--- config.mk ---
export PLATFORM = sky130hd
export DESIGN_NAME = fixed_float_conv
export DESIGN_NICKNAME = d
export VERILOG_FILES = /design/src/rtl/cordic_pkg.sv /design/src/rtl/lzc22.sv /design/src/rtl/fixed_float_conv.sv
export SDC_FILE = /design/constraint.sdc
export NUM_CORES = 1
export LEC_CHECK = 0
export ABC_CLOCK_PERIOD_IN_PS = 800
export BUFFER_PORTS_ARGS = -buffer_cell sky130_fd_sc_hd__buf_2
export CORE_MARGIN = 3
export CORE_UTILIZATION = 40
export CTS_BUF_LIST = sky130_fd_sc_hd__clkbuf_8 sky130_fd_sc_hd__clkbuf_16
export CTS_CLUSTER_DIAMETER = 150
export DETAILED_ROUTE_END_ITERATION = 8
export GPL_TIMING_DRIVEN = 0
export PLACE_DENSITY = 0.63
export SLEW_MARGIN = 20
export SYNTH_ARGS = -nofsm -noshare
export SYNTH_HDL_FRONTEND = slang
export SYNTH_HIERARCHICAL = 1
export SYNTH_SLANG_ARGS = --single-unit
--- constraint.sdc ---
create_clock -name clk -period 0.8 [get_ports clk]
set_input_delay 0.04 -clock clk [delete_from_list [all_inputs] [get_ports clk]]
set_output_delay 0.04 -clock clk [all_outputs]
set_load 0.02 [all_outputs]
--- src/rtl/cordic_pkg.sv ---
// Shared constants and types for the CORDIC datapath: Q2.20 fixed-point
// format and IEEE-754 single-precision field layout.
package cordic_pkg;

  localparam int FIX_W     = 22;
  localparam int FRAC_BITS = 20;

  localparam int FLT_W    = 32;
  localparam int EXP_W    = 8;
  localparam int MANT_W   = 23;
  localparam int EXP_BIAS = 127;

  localparam logic [FIX_W-1:0] FIX_MAX = 22'h1FFFFF;
  localparam logic [FIX_W-1:0] FIX_MIN = 22'h200000;

  typedef struct packed {
    logic              sign;
    logic [EXP_W-1:0]  exp;
    logic [MANT_W-1:0] mant;
  } float_t;

endpackage

--- src/rtl/lzc22.sv ---
// 22-bit leading-zero counter; returns 22 for an all-zero input.
module lzc22 (
  input  logic [21:0] d,
  output logic [4:0]  lz
);

  logic found;

  always_comb begin
    // NOTE: every combinational output gets a default first so no path through the loop infers a latch.
    lz    = 5'd22;
    found = 1'b0;
    for (int i = 21; i >= 0; i--) begin
      if (!found && d[i]) begin
        lz    = 5'(21 - i);
        found = 1'b1;
      end
    end
  end

endmodule

--- src/rtl/fixed_float_conv.sv ---
// Registered, independent float->Q2.20 and Q2.20->float converters,
// one-cycle latency each, full throughput.
module fixed_float_conv
  import cordic_pkg::*;
(
  input  logic             clk,
  input  logic             rst_n,
  input  logic [FLT_W-1:0] fl_in,
  input  logic             fl_in_valid,
  output logic [FIX_W-1:0] fix_out,
  output logic             fix_out_valid,
  input  logic [FIX_W-1:0] fix_in,
  input  logic             fix_in_valid,
  output logic [FLT_W-1:0] fl_out,
  output logic             fl_out_valid
);

  localparam int SIG_W   = MANT_W + 1;
  // Smallest biased exponent whose value reaches |x| >= 2.
  localparam int SAT_EXP = EXP_BIAS + FIX_W - 1 - FRAC_BITS;
  // Right shift applied to the significand is RSH_BASE - e.
  localparam int RSH_BASE = EXP_BIAS + MANT_W - FRAC_BITS;
  localparam int EXP_MAX  = (1 << EXP_W) - 1;

  // ---------------- float -> fixed ----------------
  float_t             f;
  logic [SIG_W-1:0]   sig;
  logic [SIG_W-1:0]   f_mag;
  logic [FIX_W-1:0]   f_mag_fix;
  logic [FIX_W-1:0]   fix_d;
  int                 rsh;

  assign f         = float_t'(fl_in);
  assign sig       = {1'b1, f.mant};
  assign rsh       = RSH_BASE - int'(f.exp);
  assign f_mag_fix = f_mag[FIX_W-1:0];

  always_comb begin
    f_mag = '0;
    fix_d = '0;
    if (f.exp == '0) begin
      fix_d = '0;
    end else if (int'(f.exp) == EXP_MAX && f.mant != '0) begin
      fix_d = '0;
    end else if (int'(f.exp) >= SAT_EXP) begin
      fix_d = f.sign ? FIX_MIN : FIX_MAX;
    end else begin
      if (rsh < SIG_W) f_mag = sig >> rsh;
      fix_d = f.sign ? -f_mag_fix : f_mag_fix;
    end
  end

  // ---------------- fixed -> float ----------------
  logic             x_sign;
  logic [FIX_W-1:0] x_mag;
  logic [FIX_W-1:0] x_norm;
  logic [4:0]       x_lz;
  logic [EXP_W-1:0] x_exp;
  logic [MANT_W-1:0] x_mant;
  logic [FLT_W-1:0] fl_d;

  assign x_sign = fix_in[FIX_W-1];
  // Negating FIX_MIN wraps to itself, which read unsigned is exactly 2^21.
  assign x_mag  = x_sign ? -fix_in : fix_in;

  lzc22 u_lzc (
    .d  (x_mag),
    .lz (x_lz)
  );

  assign x_norm = x_mag << x_lz;
  assign x_exp  = EXP_W'(SAT_EXP - int'(x_lz));
  assign x_mant = {x_norm[FIX_W-2:0], (MANT_W - FIX_W + 1)'(0)};
  assign fl_d   = (x_mag == '0) ? '0 : {x_sign, x_exp, x_mant};

  // ---------------- output registers ----------------
  // NOTE: state uses non-blocking assignments; data registers are reset too, since outputs must read 0 in reset.
  always_ff @(posedge clk or negedge rst_n) begin
    if (!rst_n) begin
      fix_out       <= '0;
      fix_out_valid <= 1'b0;
      fl_out        <= '0;
      fl_out_valid  <= 1'b0;
    end else begin
      fix_out_valid <= fl_in_valid;
      fl_out_valid  <= fix_in_valid;
      if (fl_in_valid)  fix_out <= fix_d;
      if (fix_in_valid) fl_out  <= fl_d;
    end
  end

endmodule

==> out/results.txt <==
Sw Pwr - 0.00652 W
CP arrival - 3.95 ns
Crit Path Category - in -> reg
Max Cap Viol - 0
Final ANT Viol Nets - 0
Cell variety after synth - 91
sw frac - 0.409
clock latency on the worst-skew pair - 0.29 ns
I/O Buffers - 104
vias post-DR - 8533
final hold slack - -0.228 ns
crit share post-route - 4.66
first-pass GRT wire length - 41.2 mm
P_leak - 4.72 nW
Final Hold Vio Count - 54
Inst Count DP - 1174
largest net degree at the start of global routing - 55
hold_buf cts - 2
post-route minimum period - 3.73 ns
CTS Buf Count - 5
routed length per instance - 20.8 um
Worst R2R Start - fix_out[18]$_DFFE_PN0P_
num rows - 47
mean number of vias per cell - 6.33
violated checks - hold timing, setup timing
Clk pwr share - 0.139
share of cells above drive strength 1 - 0.520
total grt overflow - 0
DR DRC count - 0
vias in the first global route - 7669
Initial Util - 0.410
startpoint class of the critical path - input port
Seq. cell area - 1350 um^2
slowest CP cell - or4_4
post-synth top area share - 0.198
Gate power share - 0.639
status - complete, but fails checks
die height - 137 um
Final HPWL DP - 18.2 mm
Yosys reg bits - 54
CP Cell Sequence - buf_8 > or4_4 > or4_4 > o21ai_4 > xnor2_4 > inv_2 > a211oi_4 > a2111oi_4 > a311o_1 > buf_4 > buf_4 > mux4_2 > mux2_4 > o2bb2ai_2 > or3_4 > o221ai_2
GR peak layer - met2
crit-path max FO - 5
Synth Flop Type - dfrtp_1
initial antenna violation count - 0
Max H-tree Level - 2
Power Dens Cells - 1410 nW/um^2
Synth area leaders - dfrtp_1, nor2_1, mux2_2
Pint - 0.00941 W
Layout area overhead - 65.6%
GR Layer Usage met2 - 0.414
Seq pwr share - 0.222
FMAX - 0.268 GHz
final instance area - 11300 um^2
Crit path required time - 1.02 ns
Post-synth ARST share - 1.00
Net count, final - 1191
worst vdd ir - 1.61 mV
Relative slew margins - 0.416
Clock Sinks - 54
initial drt markers - 1090
GRT Total Usage - 0.272
CP Capture Type - flip-flop
CP Launch Point - fix_in[7]
R2R Path End - fix_out[18]$_DFFE_PN0P_
ant diodes - 0
core box area - 16600 um^2
GR Util met1 - 0.401
placed instance area - 8020 um^2
Mapped Avg Cell Area - 8.05 um^2
Worst Skew - 0 ns
Slew @ Worst Pin - 0.867 ns
die area - 18700 um^2
Initial DRT Pass Iterations - 6
area leader, netlist - dfrtp_1
Filler cells - 1264
mapped cell area - 6830 um^2
post-synthesis cell count - 849
Worst-path clk slew - 0.07 ns
most frequent cell after synthesis - nor2_1
Final TNS setup - -133.14 ns
Max clock buf depth - 2
clock root cell - clkbuf_16
Final WS setup - -2.93 ns
unrepaired setup endpoints after global routing - true
final wirelength - 28.0 mm
slack of the worst reg-to-reg path - -0.16 ns
GP Congestion - 0.977
Hold/Removal Path Class - in -> async
area of the multi-input gates - 6400 um^2
Reg2Reg Depth - 2
EDFF count, synth - 0
max-slew violations - 0
sequential fraction of the synthesis area - 0.198
Yosys warnings - 6
GRT met3 Usage - 0.0324
Final setup viols - 106
die width - 137 um
crit-path max cell delay - 0.53 ns
CP endpoint - fl_out[22]$_DFFE_PN0P_
CTS tree - built
Non-Filler Instances - 1348
top cells by count, synth - nor2_1, nand2_1, dfrtp_1
IO Count - 114
-- power groups by stage --
stage | registers (W) | clock network (W) | logic, W
floorplan | 0.00402 | 0 | 0.00394
global placement | 0.00351 | 0 | 0.00631
detailed placement | 0.00350 | 0 | 0.00635
CTS | 0.00354 | 0.00227 | 0.00888
global route | 0.00359 | 0.00237 | 0.0107
finish | 0.00354 | 0.00221 | 0.0102
-- worst max-delay path: cells and delay by family --
kind | cells | cell delay (ns)
AND/OR/NAND/NOR | 3 | 1.37
multiplexers | 2 | 0.60
XOR/XNOR | 1 | 0.18
buffers and inverters | 4 | 0.51
AO/OA/AOI/OAI | 6 | 1.23
-- routing by layer --
layer	vias up	wire length, um
met1	4181	12300
met2	447	13000
met5	-	0
met4	0	745
li1	3830	-
met3	75	1890
-- logic make-up after synthesis --
| kind of cell | count (synthesis) | synth area share |
|---|---|---|
| buf+inv | 111 | 0.0731 |
| xor+xnor | 32 | 0.0432 |
| simple gates | 309 | 0.238 |
| compound gates | 259 | 0.278 |
| flops | 54 | 0.198 |
| fa+ha+maj | 6 | 0.0110 |
| mux | 77 | 0.158 |
| other cells | 1 | 0.000549 |
-- worst min path at each step --
stage          depth (start not counted)                endpoint  slack [ns]
6_report                               1  fl_out[27]$_DFFE_PN0P_       -0.23
5_1_grt                                1  fl_out[28]$_DFFE_PN0P_       -0.16
4_1_cts                                1  fl_out[26]$_DFFE_PN0P_       -0.20
3_5_place_dp                           1  fl_out_valid$_DFF_PN0_        0.13
3_3_place_gp                           1  fl_out_valid$_DFF_PN0_        0.21
2_1_floorplan                          0  fix_out[0]$_DFFE_PN0P_       -0.26
-- area by class of cell --
class / instances / area share
plain buffers: 57 / 0.0479
repair buffers: 276 / 0.212
multi-input cells: 685 / 0.566
well taps: 220 / 0.0243
flip-flops and latches: 54 / 0.119
clock inverters: 3 / 0.00221
clock buffers: 5 / 0.0111
inverters: 48 / 0.0173
-- layout by cell type (no fill, tap or decap), types with 14 or more instances in the layout --
| cell type | synthesis | final |
|---|---|---|
| buf_4 | 2 | 144 |
| buf_6 | 4 | 88 |
| nor2_1 | 86 | 67 |
| dfrtp_1 | 54 | 54 |
| nand2_1 | 62 | 50 |
| buf_2 | 10 | 44 |
| inv_1 | 47 | 37 |
| a21oi_1 | 44 | 29 |
| o21ai_0 | 44 | 27 |
| nand3_1 | 21 | 18 |
| mux2i_1 | 28 | 17 |
| mux2_4 | 2 | 16 |
| clkbuf_1 | 43 | 16 |
| mux4_2 | 12 | 15 |
| mux2_2 | 27 | 14 |
-- repair_timing --
item | CTS | global route
endpoints found under the hold margin | 56 | 54
gates cloned | 2 | 0
pin swaps | 75 | 89
buffers inserted | 126 | 51
setup endpoints to repair | 106 | 106
gates resized for setup | 318 | 147
-- per-stage QoR --
step | setup WS (ns) | total power (W) | utilization
finish | -2.93 | 0.0159 | 0.680
global route | -3.04 | 0.0167 | 0.680
CTS | -2.73 | 0.0147 | 0.626
detailed placement | -3.46 | 0.00985 | 0.482
global placement | -3.43 | 0.00982 | 0.482
floorplan | -2.79 | 0.00796 | -
-- registers in the layout, indices dropped and copies added (netlist names) --
register       flops
fl_out            30
fix_out           22
fix_out_valid      1
fl_out_valid       1
Note: power is estimated with default switching activity, not from simulation.
